===== config.mk =====
export PLATFORM = sky130hd
export DESIGN_NAME = gf2_poly_divider
export DESIGN_NICKNAME = d
export VERILOG_FILES = /design/src/rtl/gf2_poly_divider.sv
export SDC_FILE = /design/constraint.sdc
export NUM_CORES = 2
export LEC_CHECK = 0
export BUFFER_PORTS_ARGS = -buffer_cell sky130_fd_sc_hd__buf_2
export CAP_MARGIN = 10
export CORE_AREA = 2 2 417 419
export DETAILED_ROUTE_END_ITERATION = 7
export DIE_AREA = 0 0 419 421
export GPL_TIMING_DRIVEN = 1
export PLACE_DENSITY = 0.58
export SLEW_MARGIN = 40
export SYNTH_ARGS = -nofsm -noshare
export SYNTH_HDL_FRONTEND = slang
export SYNTH_SLANG_ARGS = --single-unit

===== constraint.sdc =====
create_clock -name clk -period 3.23 [get_ports clk]
set_input_delay 0 -clock clk [delete_from_list [all_inputs] [get_ports clk]]
set_output_delay 0 -clock clk [all_outputs]
set_load 0.02 [all_outputs]

===== src/rtl/gf2_poly_divider.sv =====
// Bit-serial GF(2)[x] divider: a = q*v ^ r. Latency DW+2 (DW+3 with GF2_DIV_OUT_PIPE_EN), v==0 -> 2 (3).
// No backpressure: start is taken only while busy=0 and dropped otherwise; results hold until the next start.
module gf2_poly_divider #(
  parameter int DW = 343,
  parameter int VW = 192
) (
  input  logic          clk,
  input  logic          rst,
  input  logic          start,
  input  logic [DW-1:0] a,
  input  logic [VW-1:0] v,
  output logic          busy,
  output logic          done,
  output logic          div0,
  output logic [DW-1:0] q,
  output logic [VW-2:0] r
);

  localparam int DEGW = (VW > 2) ? $clog2(VW) : 1;
  localparam int CW   = $clog2(DW + 1);

  typedef enum logic [1:0] {
    IDLE = 2'd0,
    DIV  = 2'd1,
    FIN  = 2'd2
  } state_t;

  state_t          state, state_nxt;
  logic [DW-1:0]   a_sh;
  logic [VW-2:0]   v_reg;
  logic [DEGW-1:0] deg_reg;
  logic [DEGW-1:0] deg_c;
  logic [VW-2:0]   r_reg;
  logic [DW-1:0]   q_reg;
  logic [CW-1:0]   cnt;
  logic            busy_reg;
  logic            accept;
  logic            v_zero;
  logic [VW-1:0]   r_shift;
  logic            hit;

  logic [DW-1:0]   q_s;
  logic [VW-2:0]   r_s;
  logic            div0_s;
  logic            done_s;

  always_comb begin
    deg_c = '0;
    for (int i = 0; i < VW; i++) begin
      if (v[i]) deg_c = DEGW'(i);
    end
  end

  assign v_zero = ~|v;
  assign accept = start && (state != DIV);

  // Stored R stays below 2^deg, so R and V only need their low VW-1 bits:
  // the bit at deg cancels on a hit and everything above it is zero.
  assign r_shift = {r_reg, a_sh[DW-1]};
  assign hit     = r_shift[deg_reg];

  always_comb begin
    state_nxt = state;
    case (state)
      IDLE: if (accept) state_nxt = v_zero ? FIN : DIV;
      DIV:  if (cnt == CW'(DW - 1)) state_nxt = FIN;
      FIN:  begin
        if (accept) state_nxt = v_zero ? FIN : DIV;
        else        state_nxt = IDLE;
      end
      default: state_nxt = IDLE;
    endcase
  end

  always_ff @(posedge clk or negedge rst) begin
    if (!rst) begin
      state <= IDLE;
    end else begin
      state <= state_nxt;
    end
  end

  always_ff @(posedge clk or negedge rst) begin
    if (!rst) begin
      a_sh     <= '0;
      v_reg    <= '0;
      deg_reg  <= '0;
      r_reg    <= '0;
      q_reg    <= '0;
      cnt      <= '0;
      busy_reg <= 1'b0;
      q_s      <= '0;
      r_s      <= '0;
      div0_s   <= 1'b0;
      done_s   <= 1'b0;
    end else begin
      if (accept) begin
        a_sh    <= a;
        v_reg   <= v[VW-2:0];
        deg_reg <= deg_c;
        r_reg   <= '0;
        q_reg   <= '0;
        cnt     <= '0;
        div0_s  <= v_zero;
      end else if (state == DIV) begin
        a_sh  <= {a_sh[DW-2:0], 1'b0};
        r_reg <= r_shift[VW-2:0] ^ (hit ? v_reg : '0);
        q_reg <= {q_reg[DW-2:0], hit};
        cnt   <= cnt + 1'b1;
      end

      busy_reg <= (state_nxt == DIV);
      done_s   <= (state == FIN);
      // FIN publishes the old Q/R even when a new start is captured on the same edge.
      if (state == FIN) begin
        q_s <= q_reg;
        r_s <= r_reg;
      end
    end
  end

  assign busy = busy_reg;

`ifdef GF2_DIV_OUT_PIPE_EN
  logic [DW-1:0] q_p;
  logic [VW-2:0] r_p;
  logic          div0_p;
  logic          done_p;

  always_ff @(posedge clk or negedge rst) begin
    if (!rst) begin
      q_p    <= '0;
      r_p    <= '0;
      div0_p <= 1'b0;
      done_p <= 1'b0;
    end else begin
      q_p    <= q_s;
      r_p    <= r_s;
      div0_p <= div0_s;
      done_p <= done_s;
    end
  end

  assign q    = q_p;
  assign r    = r_p;
  assign div0 = div0_p;
  assign done = done_p;
`else
  assign q    = q_s;
  assign r    = r_s;
  assign div0 = div0_s;
  assign done = done_s;
`endif

endmodule


# Word-level counts from Yosys, hierarchy flattened
# Cells that the tools add are included.
# word_totals
ff_bits	1624
output_inout_bits	537
wordCells	232
memories	0
romBits	0
inputBits	538
latch_bits	0
ramBits	0
# classes
bitwise_logic	1
shift	0
n_mul	0
n_lt_le_gt_ge	1
n_mux	207
add_sub_neg	1
n_reduce_logical	5
n_div	0
n_eq_ne	5
# ops
cell	n
$mux 8	188
$mux 343	4
$mux 191	3
$reduce_or 192->1	1
$xor 191x191->191	1
$mux 9	2
$mux 2	6
$add 9x1->9 const B	1
$eq 9x9->1 const B	1
$lt 8x9->1 const B	1
$bmux 1 s8	1
$pmux 2 s3	1
$eq 2x1->1 const B	2
$eq 2x2->1 const B	1
$logic_not 2->1	1
$mux 1	2
$ne 2x1->1 const B	1
$reduce_bool 2->1	1
$logic_and 1x1->1	1
$logic_not 1->1	1

# Depth between registers and ports, before layout
# logic_depth
depth_word	191
depth_mapped	14

# Worst setup path after synthesis
# OpenSTA, ideal clock, no wires.
# synth_path
kind	register to register
from	register deg_reg[0]
to	register r_reg[1]
setup_ns	0.131
synth_period_minus_slack_ns	2.814
setup_slack_ns	0.416
required_time_ns	3.099
t_arrival_ns	2.682
path_stages_with_launch	15
cell_sequence	dfrtp_1 buf_4 buf_6 buf_6 buf_6 mux4_1 a22oi_1 a21oi_1 nor4_1 a22o_2 buf_6 clkbuf_8 nor3b_1 xnor2_1 o21ai_1
# synth_via
elab_chain_len	6
# synth_rtl
element	line_no	source
start, declared	31	logic [DEGW-1:0] deg_reg;
start signal, assigned	100	deg_reg <= deg_c;
$bmux 1 s8	60	assign hit = r_shift[deg_reg];
$mux 1 (not written as such)	60	
$mux 191	107	r_reg <= r_shift[VW-2:0] ^ (hit ? v_reg : '0);
$xor 191x191->191	107	
$mux 191	105	end else if (state == DIV) begin
$mux 191	97	if (accept) begin
end signal, assigned	107	
end, declared	33	logic [VW-2:0] r_reg;
# Every way passes these cells. The select of a mux whose other input is x is not followed.
# A chain may end at the register's enable or synchronous reset.

# Worst setup path after layout
# layout_path
from	register deg_reg[0]
to	register r_reg[86]
# Same word-level chain as after synthesis.

==> flow_summary_export.csv <==
group,metric,value,unit
clocking,cts_tree,"yes",
critical_path,cp_slowest_cell,"mux4_1",
route,drt_wl_total,265000,um
final_layout,drive_gt1_share,16.5,%
global_routing,grt_pass1_wl,400000,um
place,io_buffers,1074,
timing,min_period,3.29,ns
timing,finalHoldViolations,0,
clocking,cts_root_buffer,"clkbuf_16",
timing,slew_headroom,38.5,%
clocking,clk_pin_slew,0.07,ns
timing,worst_slew_pin_slew,0.899,ns
place,dp_hpwl,172000,um
synthesis,syn_nets,8275,
route,firstDrtPassIters,6,
synthesis,synth_mux_area_share,6.31,%
synthesis,ys_ff_latch,1624,
critical_path,crit_type,"register to register",
die,die_h,421,um
synthesis,async_flop_share,100,%
critical_path,critPathBufInv,4,
die,ioPinCount,1075,
route,vias,63952,
final_layout,layout_common_cells,"nand2_1 (3,181), dfrtp_1 (1,622), buf_2 (1,072)",
timing,setup_viol,35,
critical_path,r2r-start,"deg_reg[0]",
timing,setup_ws,-0.0622,ns
synthesis,synth_top_family_by_area,"simple AND/OR/NAND/NOR gates",
run_status,violations,"setup timing",
die,initial_core_util,42.0,%
worst_hold_path,hold_path_class,"input port to register",
synthesis,syn_area,0.0725,mm2
clocking,cts_inserted_buffers,177,
timing,period_share,102,%
critical_path,reg2reg_slack,-0.06,ns
die,die_w,419,um
synthesis,synth-compound-area-share,5.78,%
route,drc,0,
global_routing,antenna_found_initial,60,
final_layout,syn2layout_area_growth,33.3,%
global_routing,grt_overflow_total,0,
route,routedWlPerCell,21.9,um
route,vias_per_cell,5.29,
final_layout,fin_util,56.0,%
critical_path,max_stage_delay,0.61,ns
die,num_rows,153,
job,maxCapViolations,0,
synthesis,synth_cells,7735,
critical_path,crit_family,"compound AO/OA/AOI/OAI gates",
synthesis,yosysSeqAreaShare,56.0,%
timing,finalClockSkew,0.0378,ns
route,antenna_left,0,
synthesis,synthXorXnorAreaFrac,2.31,%
clocking,insertion_delay,0.86,ns
synthesis,synth_fa_ha_area_share,0.0345,%
global_routing,grt_max_degree,189,
global_routing,grt_usage,29.4,%
timing,slew_violations,0,
critical_path,cp_max_fo,9,
place,gp_congestion,0.931,
run_status,outcome,"complete, but fails checks",
pwr,power,70.1,mW
final_layout,largest_reg_flops,686,
worst_hold_path,min_from,"a[178]",
pwr,leakagePower,47.3,nW
die,die_area,0.176,mm2
final_layout,layout_commonest_cell,"nand2_1",
final_layout,nNetsFinal,10089,
timing,fmax,304,MHz
timing,rsz0062_at_grt,"yes",
critical_path,end_kind,"register",
pwr,powerDensity,725,mW/mm2
synthesis,synth_ff_type,"dfrtp_1",
critical_path,start_kind,"register",
critical_path,cp_cell_sequence,"buf_12 > mux4_1 > a22oi_1 > a21oi_2 > nor4_4 > buf_4 > a22o_4 > clkbuf_16 > clkbuf_16 > nor3b_1 > xnor2_1 > o21ai_0",
global_routing,grt_pass1_vias,64872,
critical_path,crit_top_cell,"clkbuf_16",
critical_path,critPathLaunch,"deg_reg[0]",
synthesis,synth-simple-area-share,26.1,%
clocking,cts_buffer_depth,3,
synthesis,synth_cell_types,68,
synthesis,yosysWarnings,0,
die,coreArea,0.172,mm2
synthesis,syn_avg_cell_area,9.37,um2
route,drt_iter0_markers,5904,
clocking,cts.sink_count,1624,
synthesis,synth_edf_count,0,
clocking,htreeDepth,4,
critical_path,critPathRequiredTime,3.97,ns
final_layout,fill_cells,15051,
critical_path,worstPathArrival,4.03,ns
pwr,vdd_drop_max,0.588,mV
==> what timing repair did <==
| item | CTS | global route |
|---|---|---|
| setup buffers | 2 | 4 |
| cloned | 0 | 15 |
| resized for setup | 7 | 85 |
| setup endpoints to repair | 186 | 173 |
| hold endpoints to repair | 2276 | 0 |
| hold buffers | 921 | 0 |
| pin swaps | 0 | 27 |
==> through the flow <==
step / hold slack (ns) / cells / area [um2] / setup WS (ns) / setup TNS, ns
5_1_grt: 0.0213 / 12076 / 96600 / -0.155 / -9.86
4_1_cts: 0.000372 / 12006 / 95900 / 0.0404 / 0
3_5_place_dp: 0.0591 / 10751 / 80400 / -0.176 / -15.20
6_report: 0.0311 / 12082 / 96700 / -0.0622 / -0.405
2_1_floorplan: -0.296 / 7735 / 72500 / 0.416 / 0
3_3_place_gp: 0.0568 / 10751 / 80300 / -0.138 / -13.41
==> worst reg2reg max path: stages, from the launching register on <==
cell,delay (ns)
dfrtp_4,0.48
buf_12,0.17
mux4_1,0.61
a22oi_1,0.28
a21oi_2,0.14
nor4_4,0.35
buf_4,0.17
a22o_4,0.22
clkbuf_16,0.23
clkbuf_16,0.17
nor3b_1,0.06
xnor2_1,0.12
o21ai_0,0.20
==> layer usage <==
metal  up-vias  track usage [%]  routed length [um]
li1      29129                -                   -
met1     31575             35.7              103000
met2      2434             47.4              126000
met3       792             5.93               16300
met4        22             19.4               20100
met5         -                0                 126
==> area by class of cell <==
type                       count  area (um2)  area share (%)
timing repair buffer        2154       17000            17.6
clock buffer                 262        5300            5.48
tap                         2325        2910            3.01
multi-input combinational   5555       29600            30.6
clock inverter                70         908           0.940
antenna                       55         138           0.142
sequential                  1624       40600            42.0
inverter                      37         146           0.151
==> cells in the mapped netlist, types with 4 or more instances <==
| cell type | n | area (um2) |
|---|---|---|
| nor4_1 | 62 | 388 |
| nand3b_1 | 538 | 4040 |
| dfrtp_1 | 1624 | 40600 |
| o311ai_0 | 4 | 35.0 |
| a211oi_1 | 9 | 67.6 |
| nor2b_1 | 17 | 106 |
| a31oi_1 | 9 | 56.3 |
| nand3_1 | 17 | 85.1 |
| mux4_1 | 19 | 499 |
| o21ai_1 | 36 | 180 |
| o31ai_1 | 15 | 113 |
| nor2_1 | 93 | 349 |
| a22oi_1 | 22 | 165 |
| clkbuf_1 | 426 | 1600 |
| o21bai_1 | 7 | 52.6 |
| nand2b_1 | 12 | 75.1 |
| dlygate4sd1_1 | 20 | 175 |
| nand4_1 | 12 | 75.1 |
| o21a_1 | 4 | 30.0 |
| o41ai_1 | 4 | 35.0 |
| clkbuf_4 | 8 | 60.1 |
| nand2_1 | 3182 | 11900 |
| nor3b_1 | 193 | 1450 |
| or4_1 | 14 | 105 |
| o21ai_0 | 574 | 2870 |
| inv_1 | 36 | 135 |
| o211ai_1 | 5 | 37.5 |
| buf_2 | 21 | 105 |
| mux2i_1 | 351 | 3510 |
| clkbuf_8 | 7 | 96.3 |
| buf_1 | 14 | 52.6 |
| o2111ai_1 | 5 | 43.8 |
| a2111oi_0 | 4 | 35.0 |
| xnor2_1 | 191 | 1670 |
| a21oi_1 | 51 | 255 |
| buf_6 | 18 | 203 |
| nor3_1 | 38 | 190 |
| mux4_2 | 24 | 541 |
==> path summary, 6_finish.rpt <==
path / endpoint / cells past startpoint
max: r_reg[86] / 12
min: a_sh[178] / 4
max reg2reg: r_reg[86] / 12
min reg2reg: q[70] / 2
max in group asynchronous: a_sh[251] / 3
min in group asynchronous: r_reg[155] / 3
==> power by group <==
| group | internal [mW] | leakage (nW) | switching, mW |
|---|---|---|---|
| combinational | 8.53 | 24.0 | 9.31 |
| clock | 12.6 | 3.07 | 9.01 |
| sequential | 25.7 | 20.3 | 4.97 |
| total | 46.8 | 47.3 | 23.3 |
==> cells by family after synthesis <==
| group | count (synthesis) |
|---|---|
| multiplexers | 395 |
| buffers and inverters | 556 |
| AO/OA/AOI/OAI | 772 |
| adder cells (fa/ha/maj) | 2 |
| AND/OR/NAND/NOR | 4195 |
| XOR/XNOR | 191 |
| flip-flops | 1624 |
No activity file was read; power rests on OpenSTA's default activity.
